[src/rtl/uart_reg_master.sv]
// uart_reg_master: streams TX bytes into, and RX bytes out of, the memory-mapped
// UART divider/data register pair, replacing CPU polling.
// Optional build macro UART_REG_MASTER_DIV_CFG_EN adds a runtime divider-write port
// (cfg_div_valid/cfg_div_ready/cfg_div_data).
`timescale 1ns/1ps

module uart_reg_master #(
  parameter logic [31:0] DIV_INIT = 32'd104,
  parameter int          RX_DEPTH = 4
) (
  input  logic        clk,
  input  logic        reset,
  input  logic        tx_valid,
  output logic        tx_ready,
  input  logic [7:0]  tx_data,
  output logic        rx_valid,
  input  logic        rx_ready,
  output logic [7:0]  rx_data,
  output logic [3:0]  reg_div_we,
  output logic [31:0] reg_div_di,
  output logic        reg_dat_we,
  output logic        reg_dat_re,
  output logic [31:0] reg_dat_di,
  input  logic [31:0] reg_dat_do,
  input  logic        reg_dat_wait
`ifdef UART_REG_MASTER_DIV_CFG_EN
  ,
  input  logic        cfg_div_valid,
  output logic        cfg_div_ready,
  input  logic [31:0] cfg_div_data
`endif
);

  localparam int PTR_W = $clog2(RX_DEPTH);
  localparam int CNT_W = PTR_W + 1;
  localparam logic [CNT_W-1:0] DEPTH_C = CNT_W'(RX_DEPTH);

  typedef enum logic {ST_INIT = 1'b0, ST_RUN = 1'b1} state_t;

  state_t            state, state_nxt;
  logic              busy;
  logic [7:0]        tx_hold;
  logic              div_go, tx_go, rd_go;
  logic [31:0]       div_val;
  logic              tx_hs, cfg_hs, wr_done, push, pop;
  logic [7:0]        fifo_mem [RX_DEPTH];
  logic [PTR_W-1:0]  wr_ptr, rd_ptr;
  logic [CNT_W-1:0]  fifo_cnt;
  logic              unused_do_bits;

  assign unused_do_bits = ^reg_dat_do[31:9];

  // A new TX byte is only taken when idle and not in a divider-write cycle.
  assign tx_ready = (state == ST_RUN) && !busy && (reg_div_we == 4'h0);
  assign tx_hs    = tx_valid && tx_ready;
  assign wr_done  = reg_dat_we && !reg_dat_wait;

`ifdef UART_REG_MASTER_DIV_CFG_EN
  assign cfg_div_ready = (state == ST_RUN) && !busy && !reg_dat_we;
  assign cfg_hs        = cfg_div_valid && cfg_div_ready;
`else
  assign cfg_hs        = 1'b0;
`endif

  assign rx_valid = (fifo_cnt != '0);
  assign rx_data  = fifo_mem[rd_ptr];
  assign pop      = rx_valid && rx_ready;
  assign push     = reg_dat_re;

  // State register; reset always returns to INIT so the divider is reloaded.
  always_ff @(posedge clk) begin
    if (reset) state <= ST_INIT;
    else       state <= state_nxt;
  end

  // Next state plus the launch decisions for divider, data-write and data-read strobes.
  always_comb begin
    state_nxt = state;
    div_go    = 1'b0;
    div_val   = DIV_INIT;
    tx_go     = 1'b0;
    rd_go     = 1'b0;
    case (state)
      ST_INIT: begin
        state_nxt = ST_RUN;
        div_go    = 1'b1;
      end
      ST_RUN: begin
`ifdef UART_REG_MASTER_DIV_CFG_EN
        if (cfg_hs) begin
          div_go  = 1'b1;
          div_val = cfg_div_data;
        end
`endif
        // A byte accepted alongside a divider write is launched one cycle later.
        tx_go = (tx_hs && !cfg_hs) || (busy && !reg_dat_we);
        // One outstanding read at most, so the space check only needs this cycle's pop.
        rd_go = reg_dat_do[8] && !reg_dat_re && ((fifo_cnt < DEPTH_C) || pop);
      end
      default: state_nxt = ST_INIT;
    endcase
  end

  // Registered bus strobes and the TX busy flag.
  always_ff @(posedge clk) begin
    if (reset) begin
      reg_div_we <= 4'h0;
      reg_div_di <= 32'h0;
      reg_dat_we <= 1'b0;
      reg_dat_di <= 32'h0;
      reg_dat_re <= 1'b0;
      busy       <= 1'b0;
    end else begin
      reg_div_we <= div_go ? 4'hF : 4'h0;
      if (div_go) reg_div_di <= div_val;
      reg_dat_re <= rd_go;
      if (wr_done) begin
        reg_dat_we <= 1'b0;
        busy       <= 1'b0;
      end else begin
        if (tx_go) begin
          reg_dat_we <= 1'b1;
          reg_dat_di <= {24'h0, (tx_hs ? tx_data : tx_hold)};
        end
        if (tx_hs) busy <= 1'b1;
      end
    end
  end

  // TX holding register (data only, no reset needed).
  always_ff @(posedge clk) begin
    if (tx_hs) tx_hold <= tx_data;
  end

  // RX FIFO pointers and occupancy; a flush on reset discards queued bytes.
  always_ff @(posedge clk) begin
    if (reset) begin
      wr_ptr   <= '0;
      rd_ptr   <= '0;
      fifo_cnt <= '0;
    end else begin
      if (push) wr_ptr <= wr_ptr + 1'b1;
      if (pop)  rd_ptr <= rd_ptr + 1'b1;
      case ({push, pop})
        2'b10:   fifo_cnt <= fifo_cnt + 1'b1;
        2'b01:   fifo_cnt <= fifo_cnt - 1'b1;
        default: fifo_cnt <= fifo_cnt;
      endcase
    end
  end

  // RX FIFO storage; the byte on the data register is captured during the read strobe.
  always_ff @(posedge clk) begin
    if (push) fifo_mem[wr_ptr] <= reg_dat_do[7:0];
  end

endmodule
[config.mk]
export PLATFORM = sky130hd
export DESIGN_NAME = uart_reg_master
export DESIGN_NICKNAME = d
export VERILOG_FILES = /design/src/rtl/uart_reg_master.sv
export SDC_FILE = /design/constraint.sdc
export NUM_CORES = 1
export LEC_CHECK = 0
export BUFFER_PORTS_ARGS = -buffer_cell sky130_fd_sc_hd__buf_2
export CAP_MARGIN = 15
export CORE_MARGIN = 10
export CORE_UTILIZATION = 39
export DETAILED_ROUTE_END_ITERATION = 10
export PLACE_DENSITY = 0.73
export SLEW_MARGIN = 10
export SYNTH_ARGS = -nofsm -noshare
export SYNTH_HDL_FRONTEND = slang
export SYNTH_SLANG_ARGS = --single-unit
[constraint.sdc]
create_clock -name clk -period 2.4 [get_ports clk]
set_input_delay 0.72 -clock clk [delete_from_list [all_inputs] [get_ports clk]]
set_output_delay 0.72 -clock clk [all_outputs]
set_load 0.05 [all_outputs]
Word-level counts from Yosys, hierarchy flattened
Memories as Yosys holds them, arrays and structs flattened. A register that Yosys moved wholly into a read port is not among the register bits.
Cells that the tools add are included.
- flip-flop bits (word level): 32
- bits in writable memories: 32
- bits of input ports: 45
- output and inout port bits: 80
- logic and storage cells: 50
- memories kept: 1
- add/subtract/negate cells: 4
- order comparisons: 1
- eq/ne operators: 2
- multiplexer cells: 9
- bitwise logic cells: 2
- reduce and logical (&&, ||, !) cells: 20
- memories (memory ; depth ; bits a word ; rd ports ; clocked after memory_dff ; wr ports ; line ; RTL):
    fifo_mem ; 4 ; 8 ; 1 ; 1 ; 1 ; 46 ; logic [7:0] fifo_mem [RX_DEPTH];
- operators with widths (operator ; number):
    logical AND 1 bit ; 8
    2-to-1 mux 8 bit ; 1
    one-hot mux 3 bit (2 select lines) ; 1
    adder 2 x 1 -> 2 bit (second input constant) ; 2
    zero test 1 bit ; 4
    zero test 4 bit ; 1
    2-to-1 mux 1 bit ; 4
    2-to-1 mux 2 bit ; 2
    2-to-1 mux 4 bit ; 1
    OR reduction 2 bit ; 2
    adder 3 x 1 -> 3 bit (second input constant) ; 1
    < comparator 3 bit (second input constant) ; 1
    nonzero test 3 bit ; 1
    subtractor 3 x 1 -> 3 bit (second input constant) ; 1
    equality test 2 x 1 -> 1 bit (second input constant) ; 1
    equality test 2 bit (second input constant) ; 1
    logical OR 1 bit ; 2
    NOT 1 bit ; 2
    AND reduction 2 bit ; 1
    nonzero test 2 bit ; 1

Logic depth before layout (Yosys ltp)
- word-level depth: 7
- depth in mapped cells: 8
- depth with buffers taken out: 7

Worst setup path before layout
OpenSTA, ideal clock, no wires.
- kind: reg-to-output
- from: register reg_div_we[2]
- to: output port tx_ready
- arrival time: 1735 ps
- setup slack: -55 ps
- cell stages (with the launch flop): 2
- cells stage by stage: dfxtp_1 nor3b_1
- word-level cells in the longest chain between the ends: 2
- RTL lines (what ; line ; RTL):
    start, declared ; 19 ; output logic [3:0] reg_div_we,
    start signal, assigned ; 114 ; reg_div_we <= div_go ? 4'hF : 4'h0;
    zero test 4 bit ; 54 ; assign tx_ready = (state == ST_RUN) && !busy && (reg_div_we == 4'h0);
    logical AND 1 bit ; 54 ;
    end, declared ; 14 ; output logic tx_ready,
Every way passes these cells.

==> flow_metrics.env <==
export IMPL_setup_reg_to_reg_worst_slack_ps=530
export IMPL_worstHoldStart="tx_hold[3]$_DFF_P_"
export IMPL_instances_no_fill=406
export IMPL_mappedNetlistArea_mm2=0.003020
export IMPL_synth_cell_type_count=35
export IMPL_globalRouteTotalUtil_pct=9.920
export IMPL_buffer_ports_inserted=48
export IMPL_yosys_area_share_xor_xnor_pct=1.450
export IMPL_routed_wl_mm=5.846
export IMPL_start_util_pct=39.50
export IMPL_design_power_total_mw=2.823
export IMPL_timing_rr_end="fifo_cnt[2]$_SDFFE_PP0P_"
export IMPL_ys_warn_count=0
export IMPL_netlist_top_cell_by_area="sky130_fd_sc_hd__edfxtp_1"
export IMPL_post_drt_via_cell_ratio=4.397
export IMPL_die_width_um=108.0
export IMPL_synth_compound_gate_area_share_pct=7.291
export IMPL_post_synth_main_area_contributors="sky130_fd_sc_hd__edfxtp_1 32%, sky130_fd_sc_hd__dfxtp_1 21%, sky130_fd_sc_hd__buf_4 14%, sky130_fd_sc_hd__mux4_2 6.0%, sky130_fd_sc_hd__or2_2 3.3%"
export IMPL_worstSetupEndpointType="output port"
export IMPL_synthSimpleGateAreaFrac_pct=8.741
export IMPL_nNetsFinal=350
export IMPL_unrepaired_setup_endpoints_after_global_routing="no"
export IMPL_vias=1785
export IMPL_post_route_min_period_ps=2297
export IMPL_hold_path_cell_count=2
export IMPL_synth_mux_area_share_pct=8.948
export IMPL_maximum_number_of_pins_on_one_net_before_global_route_repair=22
export IMPL_worst_hold_path_endpoint="tx_hold[3]$_DFF_P_"
export IMPL_maxCapViolations=0
export IMPL_drcViolationCount=0
export IMPL_rows=32
export IMPL_grt_first_pass_wirelength_mm=8.914
export IMPL_numCtsBuffers=9
export IMPL_met3_routed_length_um=594
export IMPL_r2r_start="fifo_cnt[0]$_SDFFE_PP0P_"
export IMPL_critical_path_class="flop to output port"
export IMPL_chipHeight_um=108.0
export IMPL_synth_yosys_seq_area_share_pct=52.36
export IMPL_irDropWorstVdd_v=0.0003366
export IMPL_cts_max_level=3
export IMPL_post_synth_fa_ha_maj_area_fraction_pct=2.734
export IMPL_finalSetupViolations=0
export IMPL_cts_path_max_buffers=2
export IMPL_cp_data_required_time_ps=1680
export IMPL_max_freq_ghz=0.4354
export IMPL_ff2ff_path_depth=7
export IMPL_run_status="completed"
export IMPL_n_fill_cell=741
export IMPL_drtPass1Iterations=4
export IMPL_min_delay_path_class="flop to flop"
export IMPL_syn_avg_cell_area_um2=12.08
export IMPL_clkSlewWorstSetupHoldPaths_ps=60
export IMPL_timing_final_hold_violations=0
export IMPL_share_of_the_clock_period_used_by_the_worst_path_after_layout_pct=95.70
export IMPL_cts_hold_buf=0
export IMPL_first_global_vias=1806
export IMPL_place_detailed_hpwl_mm=4.356
export IMPL_route_layer_met1_wl_mm=2.165
export IMPL_timing_critical_path_from_type="flop"
export IMPL_routed_met2_length_mm=3.016
export IMPL_layout_common_cells="53 x sky130_fd_sc_hd__conb_1, 48 x sky130_fd_sc_hd__buf_2, 32 x sky130_fd_sc_hd__edfxtp_1"
export IMPL_power_density_mw_per_mm2=851.2
export IMPL_fin_tns_setup_ps=0
export IMPL_final_setup_skew_ps=10.56
export IMPL_largest_family_of_logic_cells_by_synthesized_area="buffers and inverters"
export IMPL_synth_seq_cells=63
export IMPL_grt_antenna_before_repair=0
export IMPL_routabilityCongestion=0.7441
export IMPL_layout_area_overhead_vs_synth_pct=9.818
export IMPL_drive_gt1_share_pct=31.25
export IMPL_core_area_mm2=0.007647
export IMPL_antenna_diode_count=0
export IMPL_route_top_layer_used="met4"
export IMPL_overflow=0
export IMPL_postSynthCellCount=250
export IMPL_wl_per_cell_um=14.40
export IMPL_clk_insertion_delay_late_ps=340
export IMPL_layout_commonest_cell="sky130_fd_sc_hd__conb_1"
export IMPL_drt_iter0_markers=52
export IMPL_floorplan_die_area_mm2=0.01167
export IMPL_worst_endpoint_arrival_ps=1580
export IMPL_placedCellCount=390
export IMPL_buffer_count_from_post_cts_setup_fixing=0
export IMPL_hold_worst_slack_ps=455.9
export IMPL_floorplan_io_pins=125
export IMPL_post_synth_top_area_fraction_pct=31.81
export IMPL_clk_root_buffer_cell="sky130_fd_sc_hd__clkbuf_8"
export IMPL_worst_path_max_fanout=8
export IMPL_total_leakage_power_nw=1.394
export IMPL_cts_tree="yes"
export IMPL_timing_max_transition_violations_final=0
export IMPL_fin_util_pct=43.37
export IMPL_final_antenna_net_count=0
export IMPL_tritoncts_num_sinks=63
-- critical path, cell delays in order, from the launching register on --
cell and delay (ps):
sky130_fd_sc_hd__dfxtp_1 320, sky130_fd_sc_hd__buf_6 170, sky130_fd_sc_hd__mux4_2 520, sky130_fd_sc_hd__buf_2 230
-- registers in the layout, indices dropped and copies added, names as in the netlist, named ones only --
signal and count:
rd_ptr 2, busy 1, reg_dat_di 8, state 1
wr_ptr 2, tx_hold 8, fifo_cnt 3, fifo_mem 32
reg_dat_we 1, reg_div_di 1, reg_dat_re 1, reg_div_we 1
-- layer usage --
layer | track usage [%] | up-vias
met1 | 10.26 | 858
li1 | - | 847
met5 | 0 | -
met3 | 6.008 | 12
met4 | 3.149 | 0
met2 | 16.42 | 68
-- worst max path at each step --
stage / end / start / depth (start not counted)
floorplan: fifo_cnt[2]$_SDFFE_PP0P_ / rx_ready / 7
detailed placement: fifo_cnt[2]$_SDFFE_PP0P_ / rx_ready / 8
CTS: rx_data[0] / flop / 3
finish: rx_data[7] / flop / 3
global route: rx_data[3] / flop / 3
global placement: fifo_cnt[2]$_SDFFE_PP0P_ / rx_ready / 8
-- logic make-up after synthesis --
family,Yosys count
fa+ha+maj,6
simple gates,45
mux,17
xor+xnor,5
flops,63
other cells,1
compound gates,27
buf+inv,86
-- cell type report --
cell class / instances / area [µm²] / area share, %
repair buffers: 54 / 289.0 / 8.714
clock inverters: 5 / 35.03 / 1.056
multi-input cells: 153 / 1085 / 32.70
flip-flops and latches: 63 / 1582 / 47.68
well taps: 102 / 127.6 / 3.848
clock buffers: 11 / 131.4 / 3.961
inverters: 18 / 67.56 / 2.037
-- power by group --
group | internal, mW | leakage [nW] | total (mW) | switching, mW
logic | 0.222 | 0.766 | 0.795 | 0.573
clock network | 0.374 | 0.0833 | 0.769 | 0.395
registers | 1.21 | 0.545 | 1.26 | 0.0518
total | 1.80 | 1.39 | 2.82 | 1.02
-- repair_timing --
item	CTS	global route
gates resized for setup	0	1
endpoints found under the hold margin	0	0
setup endpoints to repair	0	3
-- per-stage QoR --
step | setup WS, ps | area [µm²]
finish | 103.1 | 3317
global route | 30.17 | 3317
CTS | 37.27 | 3313
detailed placement | 118.3 | 3147
global placement | 140.5 | 3147
floorplan | 309.4 | 3221
-- synth_stat cells (all sizes together) --
cell,number
o211ai,1
a21oi,4
a2111oi,1
o21ai,1
or2,16
o31a,1
nand2,2
dfxtp,31
buf,65
nor2,9
nor2b,2
o221ai,8
edfxtp,32
xnor2,2
mux2i,9
and4bb,1
mux4,8
fa,1
ha,5
o311ai,1
nor3b,1
xor2,3
conb,1
or3,2
nand2b,6
a211oi,8
clkbuf,3
or2b,2
inv,18
and2,4
o221a,2
Power figures use the tool's default switching activity.
